$ cat config.mk
export PLATFORM = sky130hd
export DESIGN_NAME = cmod_s7_ui_ctrl
export DESIGN_NICKNAME = d
export VERILOG_FILES = /design/src/rtl/cmod_s7_ui_ctrl.sv
export SDC_FILE = /design/constraint.sdc
export NUM_CORES = 1
export LEC_CHECK = 0
export CORE_UTILIZATION = 40
export DETAILED_ROUTE_END_ITERATION = 10
export GPL_ROUTABILITY_DRIVEN = 0
export MAX_ROUTING_LAYER = met4
export RECOVER_POWER = 100
export SYNTH_ARGS = -nofsm -noshare
export SYNTH_HDL_FRONTEND = slang
export SYNTH_SLANG_ARGS = --single-unit
$ cat constraint.sdc
create_clock -name clk -period 2.5 [get_ports clk]
set_input_delay 0.375 -clock clk [delete_from_list [all_inputs] [get_ports clk]]
set_output_delay 0.375 -clock clk [all_outputs]
set_load 0.02 [all_outputs]
$ cat src/rtl/cmod_s7_ui_ctrl.sv
// Two-button user interface for the Cmod S7 receiver: short/long press decoding,
// LED mode selection, mute with blinking indicator and a saturating gain step.
module cmod_s7_ui_ctrl #(
   parameter int CLK_FREQ      = 12000000,
   parameter int LONG_PRESS_MS = 1000,
   parameter int BLINK_HZ      = 2
) (
   input  logic       clk,
   input  logic       rst,
   input  logic [1:0] btn_i,
   input  logic [3:0] strength_i,
   input  logic       valid_i,
   output logic [3:0] led_o,
   output logic       led0_r_o,
   output logic       led0_g_o,
   output logic       led0_b_o,
   output logic       mute_o,
   output logic [2:0] gain_o
);

   localparam int LP_CYC = CLK_FREQ / 1000 * LONG_PRESS_MS;
   localparam int HALF   = CLK_FREQ / (2 * BLINK_HZ);
   localparam int HW     = $clog2(LP_CYC + 1);
   localparam int BW     = (HALF > 1) ? $clog2(HALF) : 1;

   localparam logic [HW-1:0] LP_MAX   = HW'(LP_CYC);
   localparam logic [HW-1:0] LP_PRE   = HW'(LP_CYC - 1);
   localparam logic [BW-1:0] HALF_MAX = BW'(HALF - 1);

   typedef enum logic [1:0] {
      MODE_BAR = 2'd0,
      MODE_BIN = 2'd1,
      MODE_OFF = 2'd2
   } mode_e;

   logic [1:0]         btn_q;
   logic [1:0][HW-1:0] hold_q, hold_d;
   logic [1:0]         short_ev, long_ev;
   mode_e              mode_q, mode_d;
   logic               mute_q, mute_d;
   logic [2:0]         gain_q, gain_d;
   logic [BW-1:0]      blink_q, blink_d;
   logic               phase_q, phase_d;
   logic [3:0]         led_q, led_d;
   logic               red_q, red_d;
   logic               grn_q, grn_d;
   logic               blu_q, blu_d;

   // A release after the counter saturated already produced its long event.
   always_comb begin
      for (int b = 0; b < 2; b++) begin
         hold_d[b]   = '0;
         short_ev[b] = 1'b0;
         long_ev[b]  = 1'b0;
         if (btn_i[b]) begin
            hold_d[b]  = (hold_q[b] == LP_MAX) ? LP_MAX : hold_q[b] + HW'(1);
            long_ev[b] = (hold_q[b] == LP_PRE);
         end else begin
            short_ev[b] = btn_q[b] && (hold_q[b] < LP_MAX);
         end
      end
   end

   always_comb begin
      mode_d = mode_q;
      if (short_ev[0]) begin
         case (mode_q)
            MODE_BAR: mode_d = MODE_BIN;
            MODE_BIN: mode_d = MODE_OFF;
            default:  mode_d = MODE_BAR;
         endcase
      end

      mute_d = mute_q ^ long_ev[0];

      gain_d = gain_q;
      if (long_ev[1])
         gain_d = 3'd0;
      else if (short_ev[1] && (gain_q != 3'd7))
         gain_d = gain_q + 3'd1;

      // Restart the blink on mute-on so the indicator always begins lit.
      blink_d = blink_q + BW'(1);
      phase_d = phase_q;
      if (long_ev[0] && !mute_q) begin
         blink_d = '0;
         phase_d = 1'b1;
      end else if (blink_q == HALF_MAX) begin
         blink_d = '0;
         phase_d = ~phase_q;
      end

      led_d = 4'b0000;
      case (mode_q)
         MODE_BAR: begin
            if (strength_i == 4'd0)     led_d = 4'b0000;
            else if (strength_i < 4'd4) led_d = 4'b0001;
            else if (strength_i < 4'd8) led_d = 4'b0011;
            else if (strength_i < 4'd12) led_d = 4'b0111;
            else                        led_d = 4'b1111;
         end
         MODE_BIN: led_d = strength_i;
         default:  led_d = 4'b0000;
      endcase

      red_d = mute_q & phase_q;
      grn_d = valid_i;
      blu_d = |btn_i;
   end

   always_ff @(posedge clk or negedge rst) begin
      if (!rst) begin
         btn_q   <= 2'b00;
         hold_q  <= '0;
         mode_q  <= MODE_BAR;
         mute_q  <= 1'b0;
         gain_q  <= 3'd0;
         blink_q <= '0;
         phase_q <= 1'b0;
         led_q   <= 4'b0000;
         red_q   <= 1'b0;
         grn_q   <= 1'b0;
         blu_q   <= 1'b0;
      end else begin
         btn_q   <= btn_i;
         hold_q  <= hold_d;
         mode_q  <= mode_d;
         mute_q  <= mute_d;
         gain_q  <= gain_d;
         blink_q <= blink_d;
         phase_q <= phase_d;
         led_q   <= led_d;
         red_q   <= red_d;
         grn_q   <= grn_d;
         blu_q   <= blu_d;
      end
   end

   assign led_o    = led_q;
   assign led0_r_o = red_q;
   assign led0_g_o = grn_q;
   assign led0_b_o = blu_q;
   assign mute_o   = mute_q;
   assign gain_o   = gain_q;

endmodule

==> results of run 1 <==
## layer usage
metal / vias up / wire [um] / GRT usage
met2: 40 / 3970 / 0.258
met1: 1644 / 4220 / 0.223
met4: 0 / 147 / 0.0734
li1: 1697 / - / -
met5: - / 0 / -
met3: 11 / 240 / 0.0328
## where the power goes
group	internal, W	switching, W	total [W]
Sequential	0.00147	0.0000652	0.00153
Combinational	0.000172	0.000205	0.000377
Clock	0.000613	0.000490	0.00110
## final timing paths
| kind | from | endpoint | slack (ns) | cells after the start |
|---|---|---|---|---|
| hold / removal | blink_q[0] | blink_q[0] | 0.50 | 1 |
| min in group asynchronous | rst | blink_q[3] | 0.70 | 2 |
| setup / recovery | hold_q[0] | blink_q[6] | 0.28 | 9 |
| setup reg to reg | hold_q[0] | blink_q[6] | 0.28 | 9 |
| hold reg to reg | blink_q[0] | blink_q[0] | 0.50 | 1 |
| max in group asynchronous | rst | hold_q[9] | 0.52 | 3 |
## through the flow
stage                      util  instances  hold WS [ns]  power [W]  setup WS [ns]
after floorplan               -        462        0.0794    0.00178          0.590
after CTS                 0.474        623         0.446    0.00308          0.378
after detailed placement  0.452        607         0.394    0.00197          0.384
after global routing      0.471        623         0.519    0.00316          0.125
after global placement    0.452        607         0.394    0.00197          0.468
final                     0.471        623         0.496    0.00301          0.282
## critical path, cell delays in order, from the launching register on
cell	delay [ns]
sky130_fd_sc_hd__dfrtp_1	0.40
sky130_fd_sc_hd__ha_1	0.21
sky130_fd_sc_hd__and2_0	0.28
sky130_fd_sc_hd__nand3_1	0.21
sky130_fd_sc_hd__nor3_1	0.26
sky130_fd_sc_hd__ha_1	0.27
sky130_fd_sc_hd__inv_1	0.07
sky130_fd_sc_hd__o41ai_2	0.06
sky130_fd_sc_hd__clkbuf_2	0.27
sky130_fd_sc_hd__nor2_1	0.07
## cell usage after synthesis (all sizes together) (8+ instances only)
library cell and instances:
clkbuf 14, or3 14, and3 8, mux2i 9
or4 13, o21ai 20, ha 8, nand4 22
nor4 9, a21oi 27, xnor2 15, nand3 23
inv 23, nor2 51, and4 8, nor3 12
nand2 28, o31ai 10, xor2 21, dfrtp 86
## cells by family after synthesis
kind of cell / Yosys count / share of synthesized area
fa+ha+maj: 8 / 0.0228
simple gates: 212 / 0.267
flops: 86 / 0.489
xor+xnor: 36 / 0.0717
buf+inv: 44 / 0.0398
mux: 11 / 0.0256
compound gates: 65 / 0.0842
## final cells by class
type                            instances  area (sq um)
Tap cell                              136           170
Multi-Input combinational cell        332          2070
Timing Repair Buffer                   30           240
Clock buffer                           12           155
Inverter                               24          90.1
Clock inverter                          3          67.6
Fill cell                             987          5560
Sequential cell                        86          2150
## what timing repair did
item,4_1_cts,5_1_grt
hold buffers,1,0
endpoints found under the setup margin,0,0
resized for setup,0,0
hold endpoints to repair,24,0
## flip-flops by register name, indices dropped and copies added, names as in the netlist
name,count
hold_q,48
blink_q,22
led_o,4
gain_o,3
btn_q,2
mode_q,2
led0_b_o,1
led0_g_o,1
led0_r_o,1
mute_o,1
phase_q,1
==> PnR_summary.wiki, run 1 <==
{| class="wikitable"
! Metric !! Value
|-
| Detail-routed net length per standard cell || about 14 um
|-
| Final WL || 8580 um
|-
| Mapped Area || 4400 sq um
|-
| Via count of the first global-routing pass || 3197
|-
| Initial standard-cell utilization of the core || 0.419
|-
| Crit path capture type || register
|-
| Biggest area contributors in the synthesized netlist || sky130_fd_sc_hd__dfrtp_1 49%, sky130_fd_sc_hd__nor2_1 4.4%, sky130_fd_sc_hd__xor2_1 4.2%
|-
| Lkg Pwr || 2.01 nW
|-
| Post-detailed-route count of antenna-violating nets || 0
|-
| Cell count after synthesis || around 460
|-
| Top-level port count || 20
|-
| Maxcap violations || 0
|-
| Total via count after detailed routing || approximately 3400
|-
| Buffers from clock root to sink, at most || 2
|-
| NumNets Final || 500
|-
| Worst hold-check path type || register to register
|-
| EDFF count, synth || 0
|-
| Final setup fails || 0
|-
| Crit path DAT || 2.47 ns
|-
| Syn_nets || 479
|-
| Number of DRC violations after detailed routing || 0
|-
| DP Area || approximately 4800 sq um
|-
| Share of final-layout standard cells stronger than drive strength 1 || 0.0493
|-
| Share of flip-flops with an asynchronous set or reset || 1.00
|-
| Clock Sinks || 86
|-
| Top_reg_cell synth || sky130_fd_sc_hd__dfrtp_1
|-
| TritonCTS clock tree || built
|-
| X dimension of the die || 107 um
|-
| Cell chosen for the clock root || sky130_fd_sc_hd__clkbuf_8
|-
| Worst-path maximum fanout || 9
|-
| DR pass1 iterations || 4
|-
| Global routing usage summed across all routing layers || 0.170
|-
| Sum of overflow across all layers after global routing || 0
|-
| Full die area || 11400 sq um
|-
| Startpoint type of the worst setup path || register
|-
| Distinct cells, synth || 41
|-
| Dominant cell type by area after synthesis || sky130_fd_sc_hd__dfrtp_1
|-
| Total power divided by cell area || 609 nW/um^2
|-
| Highest clock frequency the design can meet || about 450 MHz
|-
| Final max-slew violation count || 0
|-
| Most common cell after layout, fill and taps aside || sky130_fd_sc_hd__dfrtp_1
|-
| Finished layout cell area || between 4000 and 5000 sq um
|-
| Total Neg Setup Slack || 0 ns
|-
| Setup repair after global routing missed its margin || no
|-
| Worst vdd ir || 238 uV
|-
| Area share of the largest cell type after synthesis || 0.489
|-
| Maximum number of pins on one net before global-route repair || 43
|-
| Setup Crit Path Kind || register to register
|-
| Status || finished clean
|-
| Number of synthesized register bits || 86
|-
| Final hold violation count || 0
|-
| Slew @ Worst Pin || ~1.0 ns
|-
| Final critical-path required period || 2.22 ns
|-
| Core area || approximately 11000 sq um
|-
| Portion of the clock cycle consumed by the worst path in the final layout || 0.887
|-
| Most used cells in the layout excluding fill and tap cells || 86 x sky130_fd_sc_hd__dfrtp_1, 51 x sky130_fd_sc_hd__nor2_1, 28 x sky130_fd_sc_hd__nand2_1
|-
| Post-Route Skew || 0.00886 ns
|-
| Diodes inserted || 0
|-
| Clk_lat worst skew || 0.36 ns
|-
| Global-route wire length before repair || 14900 um
|-
| Post-CTS Setup Repair Bufs || 0
|-
| DP Wirelength || approximately 6100 um
|-
| Endpoint required time on the critical path || 2.75 ns
|-
| Avg Inst Size Synth || between 9 and 10 sq um
|-
| Area growth from synthesis to layout || 12.5%
|-
| Die span in y || between 100 and 150 um
|-
| H-tree levels || 3
|-
| Clock transition at the registers of the reported paths || 0.08 ns
|-
| IO Port Bufs || 19
|-
| Antenna violations before repair || 0
|-
| Count of yosys warnings during synthesis || 0
|-
| Sequential element share of the synthesized area || 0.489
|-
| Placement Rows || 37
|-
| Iter 0 DRT Violations || 162
|-
| Vias per cell || 5.44
|-
| Total CTS buffers || 9
|-
| Relative slew slack || 0.336
|}
Note: power is estimated with default switching activity, not from simulation.
==> run 2, diff against run 1 <==
- CORE_UTILIZATION: 40 -> 45
- SLEW_MARGIN: unset -> 15
==> run 2 against run 1 <==
Effect of this change:
- critical path depth shrank 3
- hold slack better by 0.0015 ns
- wire length rose by 1.8%
- critical path type unchanged
- largest cell class unchanged
- highest routed layer unchanged
==> PnR_summary.wiki, run 2 (same netlist as run 1, synthesis figures left out) <==
{| class="wikitable"
! Metric !! Value
|-
| Most used cells in the layout excluding fill and tap cells || 86 x sky130_fd_sc_hd__dfrtp_1, 51 x sky130_fd_sc_hd__nor2_1, 28 x sky130_fd_sc_hd__nand2_1
|-
| Endpoint required time on the critical path || 2.78 ns (+0.03 ns)
|-
| Switching power || 0.000761 W (about the same)
|-
| NumNets Final || 499 (-0.20%)
|-
| TritonCTS clock tree || built
|-
| DP Area || 4750 sq um (about the same)
|-
| FF-to-FF Start || hold_q[4]
|-
| Final setup fails || 0 (unchanged)
|-
| Initial standard-cell utilization of the core || 0.469 (+0.0508)
|-
| Post-CTS Setup Repair Bufs || 0 (unchanged)
|-
| Worst setup slack before clock tree synthesis || 0.413 ns (+0.0284 ns)
|-
| Clock Sinks || 86 (unchanged)
|-
| Endpoint of the worst-slack reg-to-reg timing path || hold_q[21]
|-
| Post-detailed-route count of antenna-violating nets || 0 (unchanged)
|-
| Final setup margin || 0.344 ns (+0.0622 ns)
|-
| Register share of total power || 0.527 (+0.018)
|-
| Crit path to || hold_q[21]
|-
| Clock transition at the registers of the reported paths || 0.08 ns (about the same)
|-
| Placement Rows || 35 (-5.4%)
|-
| Slew @ Worst Pin || 0.972 ns (-0.0241 ns)
|-
| Portion of the clock cycle consumed by the worst path in the final layout || 0.862 (-0.0249)
|-
| Total via count after detailed routing || 3378 (-0.41%)
|-
| Share of final-layout standard cells stronger than drive strength 1 || 0.0472 (-0.00205)
|-
| Post-Route Skew || 0.0146 ns (+0.00573 ns)
|-
| Full die area || 10200 sq um (-11%)
|-
| Worst-path maximum fanout || 15 (+6)
|-
| IO Port Bufs || 19 (unchanged)
|-
| Detail-routed net length per standard cell || 14.2 um (+2.9%)
|-
| Highest clock frequency the design can meet || 464 MHz (+2.9%)
|-
| Clock Power Share || 0.343 (-0.023)
|-
| Total Neg Setup Slack || 0 ns (unchanged)
|-
| Crit path DAT || 2.44 ns (-0.03 ns)
|-
| Lkg Pwr || 2.00 nW (-0.63%)
|-
| Core area || 9370 sq um (-11%)
|-
| Finished layout cell area || 4910 sq um (-0.73%)
|-
| Setup repair after global routing missed its margin || no
|-
| Setup Crit Path Kind || register to register
|-
| Area growth from synthesis to layout || 11.7%
|-
| Total CTS buffers || 9 (unchanged)
|-
| DP Wirelength || 5980 um (-2.6%)
|-
| Final critical-path required period || 2.16 ns (-0.0622 ns)
|-
| Buffers from clock root to sink, at most || 2 (unchanged)
|-
| Vias per cell || 5.48 (+0.72%)
|-
| Diodes inserted || 0 (unchanged)
|-
| Die span in y || 101 um (-5.6%)
|-
| Final hold violation count || 0 (unchanged)
|-
| Startpoint type of the worst setup path || register
|-
| CP startpoint || hold_q[4]
|-
| Most common cell after layout, fill and taps aside || sky130_fd_sc_hd__dfrtp_1
|-
| Flip-flop count of the largest register after layout || 48 (unchanged)
|-
| Post-cts gate resize count || 0 (unchanged)
|-
| Final WL || 8740 um (+1.8%)
|-
| Post-Route Utilization || 0.524 (+0.0533)
|-
| Hold buffers post-CTS || 1 (unchanged)
|-
| Switching Fraction || 0.261 (+0.00825)
|-
| H-tree levels || 3 (unchanged)
|-
| DR pass1 iterations || 4 (unchanged)
|-
| Relative slew slack || 0.352 (+0.0161)
|-
| Maximum number of pins on one net before global-route repair || 49 (+14%)
|-
| Worst reg2reg setup slack || 0.34 ns (+0.06 ns)
|-
| Antenna violations before repair || 0 (unchanged)
|-
| Via count of the first global-routing pass || 3237 (+1.3%)
|-
| Global routing usage summed across all routing layers || 0.197 (+0.0267)
|-
| Path depth of the worst reg2reg path || 6 (-3)
|-
| Clk_lat worst skew || 0.36 ns (about the same)
|-
| Worst vdd ir || 260 uV (+9.2%)
|-
| Global-route wire length before repair || 15400 um (+3.1%)
|-
| Maxcap violations || 0 (unchanged)
|-
| Total power divided by cell area || 594 nW/um^2 (-2.5%)
|-
| Worst hold-check path type || register to register
|-
| Portion of total power attributed to combinational logic || 0.130 (+0.005)
|-
| X dimension of the die || 101 um (-5.6%)
|-
| Final max-slew violation count || 0 (unchanged)
|-
| Cell internal pwr || 0.00216 W (-4.3%)
|-
| Sum of overflow across all layers after global routing || 0 (unchanged)
|-
| Number of DRC violations after detailed routing || 0 (unchanged)
|-
| Crit path capture type || register
|-
| Cell chosen for the clock root || sky130_fd_sc_hd__clkbuf_8
|-
| Iter 0 DRT Violations || 173 (+6.8%)
|-
| Top-level port count || 20 (unchanged)
|-
| Status || finished clean
|-
| Register ranked first by flip-flop count || hold_q
|}
-- run 2: metal layers --
layer	share of wire	routed length, um	track usage
met1	0.51	4460	0.272
met4	0.016	136	0.0769
met5	0	0	-
met2	0.45	3970	0.294
met3	0.020	172	0.0270
-- run 2: through the flow --
step | total power (W) | cells | hold slack, ns
after floorplan | 0.00178 | 462 | 0.0794
after global placement | 0.00197 | 599 | 0.384
after detailed placement | 0.00198 | 599 | 0.388
after CTS | 0.00299 | 616 | 0.456
after global routing | 0.00306 | 616 | 0.525
final | 0.00292 | 616 | 0.497
-- run 2: critical path, cell delays in order, from the launching register on --
cell                       delay (ns)
sky130_fd_sc_hd__dfrtp_1         0.42
sky130_fd_sc_hd__and4_1          0.24
sky130_fd_sc_hd__clkbuf_1        0.28
sky130_fd_sc_hd__nand4_1         0.16
sky130_fd_sc_hd__clkbuf_1        0.29
sky130_fd_sc_hd__or4_1           0.55
sky130_fd_sc_hd__a21oi_1         0.15
-- run 2: power groups by stage --
stage	clock network [W]	registers, W	logic (W)
6_report	0.00100	0.00154	0.000381
5_1_grt	0.00108	0.00155	0.000424
4_1_cts	0.00103	0.00154	0.000413
3_5_place_dp	0	0.00157	0.000409
3_3_place_gp	0	0.00156	0.000405
2_1_floorplan	0	0.00161	0.000169
-- run 2: how the worst min path moves through the flow --
| stage | from | end | slack [ns] | depth (start not counted) |
|---|---|---|---|---|
| floorplan | rst | blink_q[0] | 0.08 | 0 |
| global placement | rst | hold_q[47] | 0.38 | 1 |
| detailed placement | rst | hold_q[46] | 0.39 | 1 |
| CTS | valid_i | led0_g_o | 0.46 | 1 |
| global route | mute_o | led0_r_o | 0.53 | 1 |
| finish | blink_q[0] | blink_q[0] | 0.50 | 1 |
-- run 2: layout make-up --
| class | count | area, sq um |
|---|---|---|
| repair buffers | 29 | 241 |
| clock inverters | 3 | 42.5 |
| clock buffers | 13 | 159 |
| fillers | 885 | 4460 |
| inverters | 24 | 90.1 |
| flip-flops and latches | 86 | 2150 |
| well taps | 129 | 161 |
| multi-input cells | 332 | 2070 |
==> run 3, diff against run 2 <==
- REMOVE_ABC_BUFFERS: unset -> 1
==> run 3 against run 2 <==
Effect of this change:
- die area stayed put
- via count rose by 0.30%
- wire length shrank 0.42%
- sequential power is essentially flat
- critical path type unchanged
- critical endpoint is now hold_q[26]
- largest cell class unchanged
==> PnR_summary.wiki, run 3 (same netlist as run 1, synthesis figures left out) <==
{| class="wikitable"
! Metric !! Value
|-
| Relative slew slack || 0.386 (+0.0341)
|-
| Maximum number of pins on one net before global-route repair || 73 (+49%)
|-
| Fill cells || 899 (+1.6%)
|-
| Endpoint required time on the critical path || 2.72 ns (-0.06 ns)
|-
| Delay of the slowest critical-path stage || 0.50 ns (-0.05 ns)
|-
| H-tree levels || 3 (unchanged)
|-
| Crit path DAT || 2.41 ns (-0.03 ns)
|-
| Global routing usage summed across all routing layers || 0.196 (-0.000710)
|-
| Iter 0 DRT Violations || 139 (-20%)
|-
| Clock transition at the registers of the reported paths || 0.09 ns (about the same)
|-
| IO Port Bufs || 19 (unchanged)
|-
| Diodes inserted || 0 (unchanged)
|-
| Hold slack final || 0.492 ns (-0.00524 ns)
|-
| Area occupied by multi-input gates || 2070 sq um (+0.36%)
|-
| Startpoint type of the worst setup path || register
|-
| Final hold violation count || 0 (unchanged)
|-
| Total CTS buffers || 9 (unchanged)
|-
| X dimension of the die || 101 um (unchanged)
|-
| Highest clock frequency the design can meet || 457 MHz (-1.5%)
|-
| Buffers from clock root to sink, at most || 2 (unchanged)
|-
| Slew @ Worst Pin || 0.921 ns (-0.0512 ns)
|-
| Number of DRC violations after detailed routing || 0 (unchanged)
|-
| Sum of overflow across all layers after global routing || 0 (unchanged)
|-
| NumNets Final || 499 (unchanged)
|-
| Most used cells in the layout excluding fill and tap cells || 86 x sky130_fd_sc_hd__dfrtp_1, 51 x sky130_fd_sc_hd__nor2_1, 28 x sky130_fd_sc_hd__nand2_1
|-
| Die span in y || 101 um (unchanged)
|-
| Final critical-path required period || 2.19 ns (+0.0336 ns)
|-
| Status || finished clean
|-
| Placed instance count || 599 (unchanged)
|-
| Core area || 9370 sq um (unchanged)
|-
| FF-to-FF Start || hold_q[24]
|-
| Portion of the clock cycle consumed by the worst path in the final layout || 0.876 (+0.0134)
|-
| Setup Crit Path Kind || register to register
|-
| Via count of the first global-routing pass || 3232 (-0.15%)
|-
| DP Wirelength || 6080 um (+1.7%)
|-
| Worst reg2reg setup slack || 0.31 ns (-0.03 ns)
|-
| Vias per cell || 5.50 (+0.30%)
|-
| Endpoint of the worst-slack reg-to-reg timing path || hold_q[26]
|-
| Cell chosen for the clock root || sky130_fd_sc_hd__clkbuf_8
|-
| Post-detailed-route count of antenna-violating nets || 0 (unchanged)
|-
| Placement Rows || 35 (unchanged)
|-
| Lkg Pwr || 1.99 nW (-0.36%)
|-
| Full die area || 10200 sq um (unchanged)
|-
| Initial standard-cell utilization of the core || 0.469 (unchanged)
|-
| Worst-path maximum fanout || 12 (-3)
|-
| Detail-routed net length per standard cell || 14.1 um (-0.42%)
|-
| Maxcap violations || 0 (unchanged)
|-
| Slowest stage cell, crit path || sky130_fd_sc_hd__clkbuf_1
|-
| Final WL || 8700 um (-0.42%)
|-
| DR pass1 iterations || 4 (unchanged)
|-
| Worst hold-check path type || register to register
|-
| Worst vdd ir || 219 uV (-16%)
|-
| Total via count after detailed routing || 3388 (+0.30%)
|-
| Post-Layout Cell Count || 616 (unchanged)
|-
| Crit path capture type || register
|-
| Clock Sinks || 86 (unchanged)
|-
| Setup repair after global routing missed its margin || no
|-
| Most common cell after layout, fill and taps aside || sky130_fd_sc_hd__dfrtp_1
|-
| Flip-flop count of the largest register after layout || 48 (unchanged)
|-
| Total power divided by cell area || 578 nW/um^2 (-2.7%)
|-
| Register ranked first by flip-flop count || hold_q
|-
| Antenna violations before repair || 0 (unchanged)
|-
| Clk_lat worst skew || 0.35 ns (about the same)
|-
| Finished layout cell area || 4910 sq um (unchanged)
|-
| Crit path to || hold_q[26]
|-
| Share of final-layout standard cells stronger than drive strength 1 || 0.0493 (+0.00205)
|-
| Area growth from synthesis to layout || 11.7% (unchanged)
|-
| CP startpoint || hold_q[24]
|-
| FF/Latch Area || 2150 sq um (unchanged)
|-
| Post-Route Utilization || 0.524 (unchanged)
|-
| Critical path, cell by cell || inv_1, ha_1, nor4b_1, nand4b_1, o21ai_0, clkbuf_1, nor2_1
|-
| TritonCTS clock tree || built
|-
| Top-level port count || 20 (unchanged)
|-
| Final max-slew violation count || 0 (unchanged)
|-
| Path depth of the worst reg2reg path || 7 (+1)
|-
| Post-Route Skew || 0.00880 ns (-0.00580 ns)
|-
| Final setup fails || 0 (unchanged)
|-
| Global-route wire length before repair || 15200 um (-0.85%)
|-
| DP Area || 4750 sq um (unchanged)
|}
run 3: worst min-delay path by stage:
stage | from | end | slack [ns] | cells past startpoint
final | blink_q[0] | blink_q[0] | 0.49 | 1
after global placement | rst | gain_o[2] | 0.25 | 1
after CTS | rst | gain_o[2] | 0.41 | 2
after detailed placement | rst | gain_o[2] | 0.25 | 1
after global routing | hold_q[24] | hold_q[24] | 0.54 | 1
after floorplan | rst | blink_q[0] | 0.08 | 0
run 3: critical path: cells and delay by family, from the launching register on:
kind,cells,cell delay [ns]
AND/OR/NAND/NOR,3,0.61
buffers and inverters,2,0.57
flip-flops,1,0.42
AO/OA/AOI/OAI,1,0.30
adder cells (fa/ha/maj),1,0.14
run 3: final cells by class:
type,count,share of cell area
multi-input combinational,332,0.422
timing repair buffer,29,0.0512
clock inverter,6,0.00942
inverter,24,0.0183
sequential,86,0.438
clock buffer,10,0.0280
tap,129,0.0328
run 3: stage by stage:
step | power (W) | TNS (ns) | setup WS, ns
after detailed placement | 0.00198 | 0 | 0.373
final | 0.00284 | 0 | 0.310
after CTS | 0.00291 | 0 | 0.391
after global routing | 0.00300 | 0 | 0.0756
after global placement | 0.00197 | 0 | 0.459
after floorplan | 0.00177 | -8.87 | -0.461
run 3: timing repair:
item	in CTS	in global routing
setup endpoints to repair	0	0
gates resized for setup	0	0
hold buffers	1	0
hold endpoints to repair	14	0
buffers inserted	0	0
run 3: metal layers:
metal / wire length [um] / GRT usage
met3: 191 / 0.0312
met5: 0 / -
met1: 4520 / 0.275
met2: 3870 / 0.286
met4: 112 / 0.0736
run 3: where the power goes:
group / leakage (nW) / internal [W] / switching [W]
logic: 0.762 / 0.000175 / 0.000208
clock network: 0.0889 / 0.000394 / 0.000526
registers: 1.14 / 0.00147 / 0.0000670
